`config.mk`:
```
export PLATFORM = sky130hd
export DESIGN_NAME = x_delay_decode
export DESIGN_NICKNAME = d
export VERILOG_FILES = /design/src/rtl/x_delay_pkg.sv /design/src/rtl/x_therm_decode.sv /design/src/rtl/x_delay_decode.sv
export SDC_FILE = /design/constraint.sdc
export NUM_CORES = 1
export LEC_CHECK = 0
export ABC_AREA = 1
export CORE_UTILIZATION = 38
export CTS_CLUSTER_SIZE = 25
export DETAILED_ROUTE_END_ITERATION = 12
export DONT_BUFFER_PORTS = 1
export PLACE_DENSITY_LB_ADDON = 0.1
export REMOVE_ABC_BUFFERS = 1
export SYNTH_ARGS = -nofsm -noshare
export SYNTH_HDL_FRONTEND = slang
export SYNTH_SLANG_ARGS = --single-unit
export TNS_END_PERCENT = 100
```
`constraint.sdc`:
```
create_clock -name i_clk -period 4.1 [get_ports i_clk]
set_clock_uncertainty 0.1 [all_clocks]
set_input_delay 1.025 -clock i_clk [delete_from_list [all_inputs] [get_ports i_clk]]
set_output_delay 1.025 -clock i_clk [all_outputs]
set_load 0.01 [all_outputs]
```
`src/rtl/x_delay_pkg.sv`:
```
// ============================================================================
// Package : x_delay_pkg
// Shared constants and types for the delay-line snapshot decoder.
// Revision: 1.0 - initial release
// ============================================================================
`default_nettype none

package x_delay_pkg;

  localparam int                  DL_WIDTH    = 32;
  localparam logic [DL_WIDTH-1:0] DL_ALT_MASK = 32'hAAAA_AAAA;

  typedef logic [5:0] depth_t;

  typedef enum logic [1:0] {
    IDLE  = 2'd0,
    SKIP  = 2'd1,
    ACCUM = 2'd2,
    DONE  = 2'd3
  } dec_state_t;

endpackage

`default_nettype wire

```
`src/rtl/x_therm_decode.sv`:
```
// ============================================================================
// Module  : x_therm_decode
// Combinational decode of one delay-line snapshot: propagation depth (length
// of the leading run after un-alternating) and a bubble flag.
// Build option: X_DELAY_DECODE_BUBBLE_EN enables the bubble detector,
// otherwise o_bubble is tied low.
// Revision: 1.0 - initial release
// ============================================================================
`default_nettype none

module x_therm_decode
  import x_delay_pkg::*;
(
  input  logic [DL_WIDTH-1:0] i_data,
  output depth_t              o_depth,
  output logic                o_bubble
);

  logic [DL_WIDTH-1:0] w;
  logic [DL_WIDTH-1:0] run_zero;
  logic [5:0]          depth;
  logic                found;

  // Undo the inverter alternation, fold polarity so the leading run is zeros,
  // then find the first set bit (the transition stage).
  always_comb begin
    w        = i_data ^ DL_ALT_MASK;
    run_zero = w[0] ? ~w : w;
    depth    = 6'd32;
    found    = 1'b0;
    for (int k = 0; k < DL_WIDTH; k++) begin
      if (!found && run_zero[k]) begin
        depth = 6'(k);
        found = 1'b1;
      end
    end
  end

  assign o_depth = depth;

`ifdef X_DELAY_DECODE_BUBBLE_EN
  // Every stage from the transition upward must read 1 after folding; any 0
  // there is a bubble. A full-length run shifts both sides to zero.
  assign o_bubble = (run_zero >> depth) != ({DL_WIDTH{1'b1}} >> depth);
`else
  assign o_bubble = 1'b0;
`endif

endmodule

`default_nettype wire

```
`src/rtl/x_delay_decode.sv`:
```
// ============================================================================
// Module  : x_delay_decode
// Accumulates 2**LOG2_SAMPLES decoded delay-line depths per run into
// average/min/max/saturation (and optional bubble count) and presents them
// with a valid/ready handshake.
// Build option: X_DELAY_DECODE_BUBBLE_EN enables bubble counting; without it
// o_bubble_cnt stays 0.
// Revision: 1.0 - initial release
// ============================================================================
`default_nettype none

module x_delay_decode #(
  parameter int LOG2_SAMPLES = 2,
  parameter int SKIP         = 2
) (
  input  logic                          i_clk,
  input  logic                          i_rst_n,
  input  logic [x_delay_pkg::DL_WIDTH-1:0] i_data,
  input  logic                          i_start,
  input  logic                          i_ready,
  output logic                          o_busy,
  output logic                          o_valid,
  output logic [5:0]                    o_avg,
  output logic [5:0]                    o_min,
  output logic [5:0]                    o_max,
  output logic                          o_sat,
  output logic [7:0]                    o_bubble_cnt
);

  // The SKIP parameter shadows the enum literal of the same name, so the
  // skip state is always referenced with its package prefix.
  import x_delay_pkg::*;

  localparam int               NSAMP     = 1 << LOG2_SAMPLES;
  localparam int               SUM_W     = 6 + LOG2_SAMPLES;
  localparam int               CNT_W     = 16;
  localparam logic [CNT_W-1:0] SKIP_LAST = CNT_W'(SKIP - 1);
  localparam logic [CNT_W-1:0] SAMP_CNT  = CNT_W'(NSAMP);

  depth_t     dec_depth;
  logic       dec_bubble;
  depth_t     d_q;
  logic       bub_sample;

  dec_state_t       state_q, state_d;
  logic [CNT_W-1:0] cnt_q, cnt_d;
  logic [SUM_W-1:0] sum_q, sum_d;
  depth_t           min_q, min_d, max_q, max_d;
  logic             sat_q, sat_d;
  logic [7:0]       bcnt_q, bcnt_d;
  depth_t           oavg_q, oavg_d, omin_q, omin_d, omax_q, omax_d;
  logic             osat_q, osat_d;
  logic [7:0]       obcnt_q, obcnt_d;

  x_therm_decode u_decode (
    .i_data   (i_data),
    .o_depth  (dec_depth),
    .o_bubble (dec_bubble)
  );

  // Decode pipeline register: every accumulation sees the previous cycle's snapshot.
  always_ff @(posedge i_clk) begin
    if (!i_rst_n) d_q <= '0;
    else          d_q <= dec_depth;
  end

`ifdef X_DELAY_DECODE_BUBBLE_EN
  logic bub_q;
  // Bubble flag travels alongside the registered depth.
  always_ff @(posedge i_clk) begin
    if (!i_rst_n) bub_q <= 1'b0;
    else          bub_q <= dec_bubble;
  end
  assign bub_sample = bub_q;
`else
  logic unused_bubble;
  assign unused_bubble = dec_bubble;
  assign bub_sample    = 1'b0;
`endif

  // State, accumulator and result registers.
  always_ff @(posedge i_clk) begin
    if (!i_rst_n) begin
      state_q <= IDLE;
      cnt_q   <= '0;
      sum_q   <= '0;
      min_q   <= 6'd32;
      max_q   <= '0;
      sat_q   <= 1'b0;
      bcnt_q  <= '0;
      oavg_q  <= '0;
      omin_q  <= '0;
      omax_q  <= '0;
      osat_q  <= 1'b0;
      obcnt_q <= '0;
    end else begin
      state_q <= state_d;
      cnt_q   <= cnt_d;
      sum_q   <= sum_d;
      min_q   <= min_d;
      max_q   <= max_d;
      sat_q   <= sat_d;
      bcnt_q  <= bcnt_d;
      oavg_q  <= oavg_d;
      omin_q  <= omin_d;
      omax_q  <= omax_d;
      osat_q  <= osat_d;
      obcnt_q <= obcnt_d;
    end
  end

  // Next-state: ACCUM spends one extra cycle after the last sample to publish results.
  always_comb begin
    state_d = state_q;
    unique case (state_q)
      IDLE: begin
        if (i_start) begin
          if (SKIP == 0) state_d = ACCUM;
          else           state_d = x_delay_pkg::SKIP;
        end
      end
      x_delay_pkg::SKIP: if (cnt_q == SKIP_LAST) state_d = ACCUM;
      ACCUM:             if (cnt_q == SAMP_CNT)  state_d = DONE;
      DONE:              if (i_ready)            state_d = IDLE;
      default:           state_d = IDLE;
    endcase
  end

  // Datapath/outputs: clear on run start, accumulate in ACCUM, publish on DONE entry.
  always_comb begin
    cnt_d   = cnt_q;
    sum_d   = sum_q;
    min_d   = min_q;
    max_d   = max_q;
    sat_d   = sat_q;
    bcnt_d  = bcnt_q;
    oavg_d  = oavg_q;
    omin_d  = omin_q;
    omax_d  = omax_q;
    osat_d  = osat_q;
    obcnt_d = obcnt_q;
    unique case (state_q)
      IDLE: begin
        if (i_start) begin
          cnt_d  = '0;
          sum_d  = '0;
          min_d  = 6'd32;
          max_d  = '0;
          sat_d  = 1'b0;
          bcnt_d = '0;
        end
      end
      x_delay_pkg::SKIP: begin
        cnt_d = (cnt_q == SKIP_LAST) ? '0 : cnt_q + 1'b1;
      end
      ACCUM: begin
        if (cnt_q == SAMP_CNT) begin
          oavg_d  = depth_t'(sum_q >> LOG2_SAMPLES);
          omin_d  = min_q;
          omax_d  = max_q;
          osat_d  = sat_q;
          obcnt_d = bcnt_q;
        end else begin
          cnt_d = cnt_q + 1'b1;
          sum_d = sum_q + SUM_W'(d_q);
          if (d_q < min_q) min_d = d_q;
          if (d_q > max_q) max_d = d_q;
          sat_d = sat_q | (d_q == 6'd32);
          if (bub_sample && (bcnt_q != 8'hFF)) bcnt_d = bcnt_q + 8'd1;
        end
      end
      default: ;
    endcase
  end

  assign o_busy       = (state_q != IDLE);
  assign o_valid      = (state_q == DONE);
  assign o_avg        = oavg_q;
  assign o_min        = omin_q;
  assign o_max        = omax_q;
  assign o_sat        = osat_q;
  assign o_bubble_cnt = obcnt_q;

endmodule

`default_nettype wire

```
==> metrics.txt, run 1 <==
status finished, final reports clean; wire per inst roughly 12 um; Synth Instances about 570; Power Total 1.777 mW; CP required 4.28 ns; Crit. End Element flip-flop; Die H 104.6 um; clock sink total 64; CP Data Arrival Time between 3 and 4 ns; layout cells sized above 1 7.081%; Fin Setup TNS 0 ns; Max VDD drop around 0.00024 V; initial antenna violation count 0; Total GRT Usage 16.97%; clk_lat worst skew 0.35 ns; Final Util between 40% and 50%; PostCTS Resize Cnt 0; crit path kind input port to flip-flop; antenna cell count 0; Worst Max-Slew Pin Slew 0.5372 ns; Achievable Freq 308.9 MHz; Post-Syn Area 3998 sq um; Leak Pwr 1.817 nW; CTS HTree Levels 3; Final Net Count roughly 640; register area 1281 sq um; commonest non-fill, non-tap cell in the layout nand2_1; drt via density roughly 4.9; dpl hpwl 6430 um; Synth area leader dfxtp_1; Routed Antenna Nets 0; Core ar. between 10000 and 15000 sq um; crit path max fanout 32; vias 3508; max-slew violation count 0; Area Overhead vs Synth 7.574%; Initial DRC Count 107; row cnt 37; Synth async-reset ratio 0%; Placed Area 4116 sq um; min Tclk post-route ~3.2 ns; DIE AREA about 11000 sq um; Synth Area per Inst around 7.0 sq um; pin count of the biggest net entering global routing 43; Synth warnings 0; Synth Flop Type dfxtp_1; fraction of the cycle the final worst path needs 78.96%; initial core utilization about two fifths; DRC violations left 0; Post-Route WL 8677 um; hold_ws 0.3539 ns; most frequent cells in the layout nand2_1, inv_1, a21oi_1, dfxtp_1, nor2_1; RSZ-0062 raised after global routing no; top cells by area, synth dfxtp_1, nand2_1, a21oi_1; clock slew seen by the registers of the worst setup and hold paths around 0.07 ns; Distinct cells, synth 43; total grt overflow 0; CTS tree yes; Max clock buf depth 2; Hold Path Class flip-flop to flip-flop; sequential-to-total area share from yosys stat 32.05%; Max Cap Violations 0; die width 104.6 um; final weighted congestion in routability-driven placement 0.7727; cts hold-fix bufs 0; PwrDens 413.2 nW/um^2; Initial DRT Pass Iterations 4; port bufs 0; Slew headroom 63.95%; Fillers 1166; clock root buffer clkbuf_8; vias in the first global route ~3300; fin area between 4000 and 5000 sq um; crit path launch type input port; Synth top area share 32.05%; TritonCTS Buffers 9; Final setup viols 0; number of I/O pins 65; FF+latch count, synth 64; EDFF count, synth 0; Final Hold Viols 0; Setup Buffers After CTS 0; first-pass GRT wire length 14900 um; area of the multi-input gates 2282 sq um
state kept, by name, summed over array words and instances (netlist names):
register	count
cnt_q	16
d_q	6
max_q	6
min_q	6
o_avg	6
o_max	6
o_min	6
o_sat	1
sat_q	1
state_q	2
sum_q	8
synth_stat cells (2+ instances only):
master / number
clkbuf_1: 13
nor2_2: 3
nand4_1: 12
buf_4: 8
nand3b_1: 2
o41ai_1: 3
nor2_1: 42
xor2_1: 18
nor4_1: 3
o2111ai_1: 2
a211oi_1: 2
a31oi_1: 4
xor2_2: 2
dfxtp_1: 64
inv_1: 85
clkinv_1: 2
buf_2: 2
o21ai_0: 21
xnor2_1: 6
nand3_1: 16
o211ai_1: 2
or2_2: 3
nor3_1: 12
a211o_1: 2
o21ai_1: 2
nor2_4: 4
o21a_1: 3
a21oi_1: 68
nand4_2: 4
or3_1: 2
ha_1: 24
nand2_1: 126
per-layer routing:
metal | up-vias | global-route usage (%) | part of all wire [%]
li1 | 1847 | - | -
met1 | 1593 | 22.07 | 51
met2 | 59 | 26.73 | 43
met3 | 9 | 4.180 | 4.2
met4 | 0 | 7.041 | 1.8
met5 | - | 0 | 0
worst max-delay path: stages:
cell and delay (ns):
inv_2 0.05, nand2_1 0.06, nand2_1 0.09, nand3_1 0.12, nor2_2 0.15, nand4_1 0.14
nor2_2 0.16, nand4_2 0.13, nor2_4 0.15, nand4_4 0.10, nor2_4 0.13, nand4_2 0.12
nor2_4 0.15, nand4_2 0.13, nor2_4 0.14, nand4_2 0.10, nor2_2 0.15, o211ai_2 0.15
a21oi_1 0.17
cells by family after synthesis:
family                     share of synthesized area [%]
and+or+nand+nor                                    26.70
AOI/OAI and AO/OA                                  15.56
buffers and inverters                              11.52
DFF                                                32.05
xor gates and xnor gates                           6.072
adders and majority gates                          8.013
other                                            0.09381
layout make-up:
cell class	count	share of cell area, %
multi-input combinational	404	53.07
sequential	64	29.79
tap	136	3.957
clock buffer	12	3.608
timing repair buffer	7	1.222
clock inverter	4	0.6692
inverter	88	7.681
through the flow:
stage / std cells / setup WS [ns]
floorplan: 556 / 0.6033
global route: 715 / 0.4901
global placement: 699 / 0.5994
detailed placement: 699 / 0.4642
CTS: 715 / 0.8545
finish: 715 / 0.8624
report_power, final:
group / internal, mW / switching, mW / leakage [nW] / total, mW
combinational: 0.182 / 0.402 / 1.21 / 0.584
sequential: 0.657 / 0.0298 / 0.517 / 0.687
clock: 0.252 / 0.253 / 0.0886 / 0.505
final timing paths:
kind              depth (start not counted)  slack, ns                endpoint                   start
hold reg to reg                           1       0.35  cnt_q[15]$_SDFFE_PN0P_  cnt_q[15]$_SDFFE_PN0P_
setup reg to reg                         16       1.04  cnt_q[15]$_SDFFE_PN0P_   cnt_q[8]$_SDFFE_PN0P_
setup / recovery                         19       0.86       d_q[2]$_SDFF_PN0_               i_data[0]
hold / removal                            1       0.35  cnt_q[15]$_SDFFE_PN0P_  cnt_q[15]$_SDFFE_PN0P_
Note: power is estimated with default switching activity, not from simulation.
==> inputs of run 2 (changes only) <==
==> constraint.sdc (replaced) <==
create_clock -name i_clk -period 3.3 [get_ports i_clk]
set_clock_uncertainty 0.1 [all_clocks]
set_input_delay 0.825 -clock i_clk [delete_from_list [all_inputs] [get_ports i_clk]]
set_output_delay 0.825 -clock i_clk [all_outputs]
set_load 0.01 [all_outputs]
==> run 2 against run 1 <==
Against the previous run: sequential power up 24%; via count down 0.60%; critical endpoint is now d_q[5]$_SDFF_PP0_; total power up 26%; die area unchanged; routed wire length up 1.2%; clock-buffer cell count down 1; critical path type unchanged; global-route usage up 0.14 points.
==> metrics.txt, run 2 (synthesized netlist as in run 1, its figures left out) <==
max-slew violation count 0; fraction of the cycle the final worst path needs 92.03%; Worst Max-Slew Pin Slew 0.5514 ns; RR Startpoint cnt_q[9]$_SDFFE_PN0P_; number of I/O pins 65; min Tclk post-route 3.037 ns; final weighted congestion in routability-driven placement 0.7905; commonest non-fill, non-tap cell in the layout nand2_1; Initial DRC Count about 110; Top Registers cnt_q: 16 flops, sum_q: 8 flops; RSZ-0062 raised after global routing no; antenna cell count 0; die width between 100 and 150 um; Final Util 42.03%; wire per inst 12.28 um; crit path kind input port to flip-flop; worst reg2reg endpoint cnt_q[15]$_SDFFE_PN0P_; hold wc startpoint sat_q$_SDFFE_PN0P_; Top reg by flops cnt_q; Slew headroom 62.99%; Achievable Freq 329.3 MHz; first-pass GRT wire length 15180 um; Hold Path Class flip-flop to flip-flop; CTS tree yes; Buf+Inv Stages, Crit Path 1; initial antenna violation count 0; pin count of the biggest net entering global routing 43; vias 3487; DRC violations left 0; Leak Pwr between 1.5 and 2 nW; CP max stage cell nor2_2; Fin Setup TNS 0 ns; CP Data Arrival Time 3.17 ns; clk_lat worst skew 0.34 ns; Total GRT Usage between 10% and 20%; Die H 104.6 um; Crit. End Element flip-flop; Final setup viols 0; crit path max fanout 32; PwrDens 520.0 nW/um^2; status finished, final reports clean; Power Total approximately 2.2 mW; DIE AREA 10930 sq um; Final Net Count 637; vias in the first global route 3290; Area Overhead vs Synth 8.044%; clock slew seen by the registers of the worst setup and hold paths 0.07 ns; drt via density 4.877; cts hold-fix bufs 0; TritonCTS Buffers 9; total grt overflow 0; worst r2r path cells 15; port bufs 0; most frequent cells in the layout nand2_1, inv_1, a21oi_1, dfxtp_1, nor2_1; Final Hold Viols 0; clock sink total 64; Max VDD drop 0.0003236 V; Largest register FFs 16; CP required 3.43 ns; Hold Path Cell Cnt 2; CP Cell Sequence inv_2 -> nand2_1 -> nand2_1 -> nand3_1 -> nor2_2 -> nand4_1 -> nor2_2 -> nand4_2 -> nor2_4 -> nand4_4 -> nor2_4 -> nand4_2 -> nor2_4 -> nand4_2 -> nor2_4 -> nand4_2 -> nor2_4 -> o211ai_2 -> nand2_1 -> nor2_1; initial core utilization about 39%; cell mode on critical path nor2_4; Initial DRT Pass Iterations 4; CTS HTree Levels 3; dpl hpwl about 6500 um; layout cells sized above 1 around 7.3%; clock root buffer clkbuf_8; row cnt 37; crit-path leading delay family simple AND/OR/NAND/NOR gates; Post-Route WL 8782 um; Max Cap Violations 0; crit-path max cell delay 0.16 ns; Core ar. around 10000 sq um; Max clock buf depth 2; Hold Path Sink sat_q$_SDFFE_PN0P_; r2r setup slk roughly 0.50 ns; Routed Antenna Nets 0; crit path launch type input port; Fillers 1130
-- run 2: worst min-delay path, delay by kind of cell, from the launching register on --
family	cells	cell delay [ns]
buffers and inverters	1	0.05
DFF	1	0.31
AOI/OAI and AO/OA	1	0.06
-- run 2: routing by layer --
metal  wire length (um)  vias up  track usage (%)
li1                   -     1851                -
met1               4440     1562            23.07
met2               3818       65            26.25
met3                405        9            4.367
met4                117        0            6.224
met5                  0        -                0
-- run 2: layout make-up --
class / instances / area (sq um) / area share (%)
Inverter: 88 / 330.3 / 7.648
Multi-Input combinational cell: 404 / 2293 / 53.10
Sequential cell: 64 / 1281 / 29.66
Timing Repair Buffer: 9 / 67.56 / 1.564
Clock inverter: 3 / 45.04 / 1.043
Clock buffer: 11 / 131.4 / 3.042
Tap cell: 136 / 170.2 / 3.940
-- run 2: how the worst max path moves through the flow --
| stage | slack (ns) | to | cells past startpoint | from |
|---|---|---|---|---|
| final | 0.26 | d_q[5]$_SDFF_PP0_ | 20 | i_data[0] |
| after global routing | 0.007 | d_q[3]$_SDFF_PN0_ | 19 | i_data[0] |
| after CTS | 0.29 | d_q[5]$_SDFF_PP0_ | 20 | i_data[0] |
| after detailed placement | -0.07 | d_q[5]$_SDFF_PP0_ | 20 | i_data[0] |
| after global placement | 0.05 | d_q[5]$_SDFF_PP0_ | 20 | i_data[0] |
| after floorplan | -0.20 | cnt_q[15]$_SDFFE_PN0P_ | 15 | cnt_q[9]$_SDFFE_PN0P_ |
-- run 2: per-stage QoR --
| stage | std cells | instance area, sq um | setup WS [ns] | hold WS, ns |
|---|---|---|---|---|
| finish | 715 | 4319 | 0.2632 | 0.3638 |
| global route | 715 | 4319 | 0.007149 | 0.4044 |
| CTS | 715 | 4308 | 0.2911 | 0.3734 |
| detailed placement | 701 | 4131 | -0.07090 | 0.3623 |
| global placement | 701 | 4131 | 0.04670 | 0.3482 |
| floorplan | 556 | 3894 | -0.1967 | 0.3253 |
-- run 2: repair_timing --
action | 4_1_cts | 5_1_grt
resized for setup | 0 | 3
buffers inserted | 0 | 0
endpoints found under the hold margin | 0 | 0
endpoints found under the setup margin | 0 | 5
-- run 2: where the power goes --
group          total, mW  internal [mW]  switching [mW]
clock              0.634          0.341           0.293
sequential         0.854          0.817          0.0374
combinational      0.758          0.240           0.518
total               2.25           1.40           0.848
==> inputs of run 3 (changes only) <==
--- a/config.mk
+++ b/config.mk
@@ -6,12 +6,13 @@
 export NUM_CORES = 1
 export LEC_CHECK = 0
 export ABC_AREA = 1
-export CORE_UTILIZATION = 38
+export CORE_UTILIZATION = 35
 export CTS_CLUSTER_SIZE = 25
 export DETAILED_ROUTE_END_ITERATION = 12
 export DONT_BUFFER_PORTS = 1
 export PLACE_DENSITY_LB_ADDON = 0.1
 export REMOVE_ABC_BUFFERS = 1
+export SLEW_MARGIN = 30
 export SYNTH_ARGS = -nofsm -noshare
 export SYNTH_HDL_FRONTEND = slang
 export SYNTH_SLANG_ARGS = --single-unit
==> run 3 against run 2 <==
Against the previous run: worst setup slack got worse by 0.13 ns; sequential power is essentially flat; non-clock buffer count up 3; maximum frequency decreased by 4.0%; combinational power up 1%; critical endpoint is now d_q[0]$_SDFF_PN0_; first-iteration DRC count did not move; register-to-register slack worse by 0.12 ns; global-route usage fell by 1.1 points; flip-flop and latch count stayed put.
==> metrics.txt, run 3 (synthesized netlist as in run 1, its figures left out) <==
commonest non-fill, non-tap cell in the layout nand2_1; final weighted congestion in routability-driven placement 0.7563; vias in the first global route 3195; antenna cell count 0; Leak Pwr ~1.9 nW; Final Util 41.58%; TritonCTS Buffers 9; wire per inst between 10 and 15 um; sw frac a little over a third; Top Registers cnt_q: 16 flops, sum_q: 8 flops; CTS HTree Levels 3; Post-Route WL 9050 um; initial antenna violation count 0; Final Hold Viols 0; cell-internal power roughly 1.7 mW; first-pass GRT wire length 14700 um; Slew headroom 63.41%; Stages on worst setup path 21; worst r2r path cells 13; Final setup viols 0; PwrDens 561.7 nW/um^2; Fillers around 1200; Final Net Count 640; DRC violations left 0; Initial DRC Count 107; dpl hpwl roughly 6500 um; CP Cell Sequence inv_6 -> nand2_2 -> nand2_2 -> nand3_4 -> nor2_4 -> nand4_1 -> nor2_2 -> nand4_2 -> nor2_4 -> nand4_4 -> nor2_4 -> nand4_4 -> nor2_4 -> nand4_4 -> nor2_4 -> nand4_4 -> nor2_4 -> nand2_1 -> nor2_1 -> nor2_1 -> nor2_1; crit-path leading delay family simple AND/OR/NAND/NOR gates; Routed Antenna Nets 0; Total GRT Usage 16.02%; drt via density 4.819; min Tclk post-route 3.162 ns; crit-path max cell delay approximately 0.19 ns; Clock power frac 36.8%; worst reg2reg endpoint min_q[0]$_SDFFE_PN0P_; Hold Path Cell Cnt 2; Hold Path Sink sat_q$_SDFFE_PN0P_; Initial DRT Pass Iterations 4; Area Overhead vs Synth 14.24%; fraction of the cycle the final worst path needs 95.82%; CP max stage cell nor2_2; clk_lat worst skew 0.33 ns; Max VDD drop around 0.00038 V; CP Data Arrival Time between 3 and 4 ns; total grt overflow 0; part of the power in registers roughly a third; clock sink total between 60 and 70; r2r setup slk about 0.38 ns; crit path launch type input port; switching power of the nets 901.3 uW; Max clock buf depth 2; Top reg by flops cnt_q; CTS tree yes; initial core utilization between 30% and 40%; clock slew seen by the registers of the worst setup and hold paths 0.06 ns; die width 108.9 um; Largest register FFs 16; clock root buffer clkbuf_16; Worst Max-Slew Pin Slew 0.5470 ns; vias 3489; Die H 108.9 um; Core ar. 10980 sq um; max-slew violation count 0; Buf+Inv Stages, Crit Path 1; row cnt 38; RR Startpoint state_q[0]$_SDFFE_PN0P_; number of I/O pins 65; crit path max fanout 32; CP required 3.47 ns; hold wc startpoint sat_q$_SDFFE_PN0P_; port bufs 0; pin count of the biggest net entering global routing 43; DIE AREA 11850 sq um; crit path kind input port to flip-flop; Max Cap Violations 0; Power Total 2.565 mW; most frequent cells in the layout nand2_1, inv_1, a21oi_1, dfxtp_1, nor2_1; status finished, final reports clean; Comb pwr share 29.9%; Achievable Freq 316.3 MHz; Crit. End Element flip-flop; layout cells sized above 1 9.932%; cell mode on critical path nor2_4; Hold Path Class flip-flop to flip-flop
[run 3: cell types whose count changed in the layout (fill, tap and decap cells not counted), sizes merged]
| cell | previous run | this run |
|---|---|---|
| buf | 9 | 12 |
| clkinv | 2 | 5 |
| clkinvlp | 2 | 1 |
[run 3: worst reg2reg max path: cells and delay by family, from the launching register on]
family                     cells  cell delay (ns)
adders and majority gates      1             0.22
buffers and inverters          5             0.84
and+or+nand+nor                4             0.66
DFF                            1             0.35
AOI/OAI and AO/OA              3             0.61
[run 3: layout make-up]
cell class | instances | area [sq um] | share of cell area, %
sequential | 64 | 1281 | 28.05
inverter | 88 | 335.3 | 7.342
tap | 140 | 175.2 | 3.836
timing repair buffer | 12 | 90.09 | 1.973
multi-input combinational | 404 | 2386 | 52.25
clock inverter | 5 | 56.30 | 1.233
clock buffer | 11 | 242.7 | 5.315
[run 3: per-stage QoR]
stage	hold WS, ns	setup WS, ns	instances	TNS (ns)	cell area [sq um]
final	0.3557	0.1380	724	0	4567
after global routing	0.3746	-0.05056	724	-0.2222	4567
after CTS	0.3546	0.3003	721	0	4436
after detailed placement	0.3475	-0.05100	705	-0.2407	4136
after global placement	0.3425	0.04492	705	0	4136
after floorplan	0.3253	-0.1967	556	-3.370	3894
[run 3: power by group through the flow]
stage               combinational (mW)  clock, mW  sequential [mW]
global route                     0.870       1.00            0.861
floorplan                        0.526          0            0.861
finish                           0.766      0.945            0.854
global placement                 0.747          0            0.871
CTS                              0.752      0.976            0.855
detailed placement               0.749          0            0.872
[run 3: metal layers]
| layer | global-route usage (%) | vias to the layer above | part of all wire (%) |
|---|---|---|---|
| li1 | - | 1861 | - |
| met1 | 20.67 | 1561 | 50 |
| met3 | 4.423 | 7 | 4.5 |
| met2 | 25.25 | 60 | 44 |
| met5 | 0 | - | 0 |
| met4 | 6.081 | 0 | 1.2 |
[run 3: worst max-delay path by stage]
stage,from,endpoint,slack [ns]
after floorplan,cnt_q[9]$_SDFFE_PN0P_,cnt_q[15]$_SDFFE_PN0P_,-0.20
after global placement,i_data[0],d_q[5]$_SDFF_PP0_,0.04
after detailed placement,i_data[0],d_q[4]$_SDFF_PN0_,-0.05
after CTS,i_data[0],d_q[4]$_SDFF_PN0_,0.30
after global routing,i_data[0],d_q[5]$_SDFF_PP0_,-0.05
final,i_data[0],d_q[0]$_SDFF_PN0_,0.14
[run 3: repair_timing]
item / CTS / global route
gates resized for setup: 0 / 25
setup buffers: 0 / 3
endpoints found under the setup margin: 0 / 6
hold buffers: 0 / 0
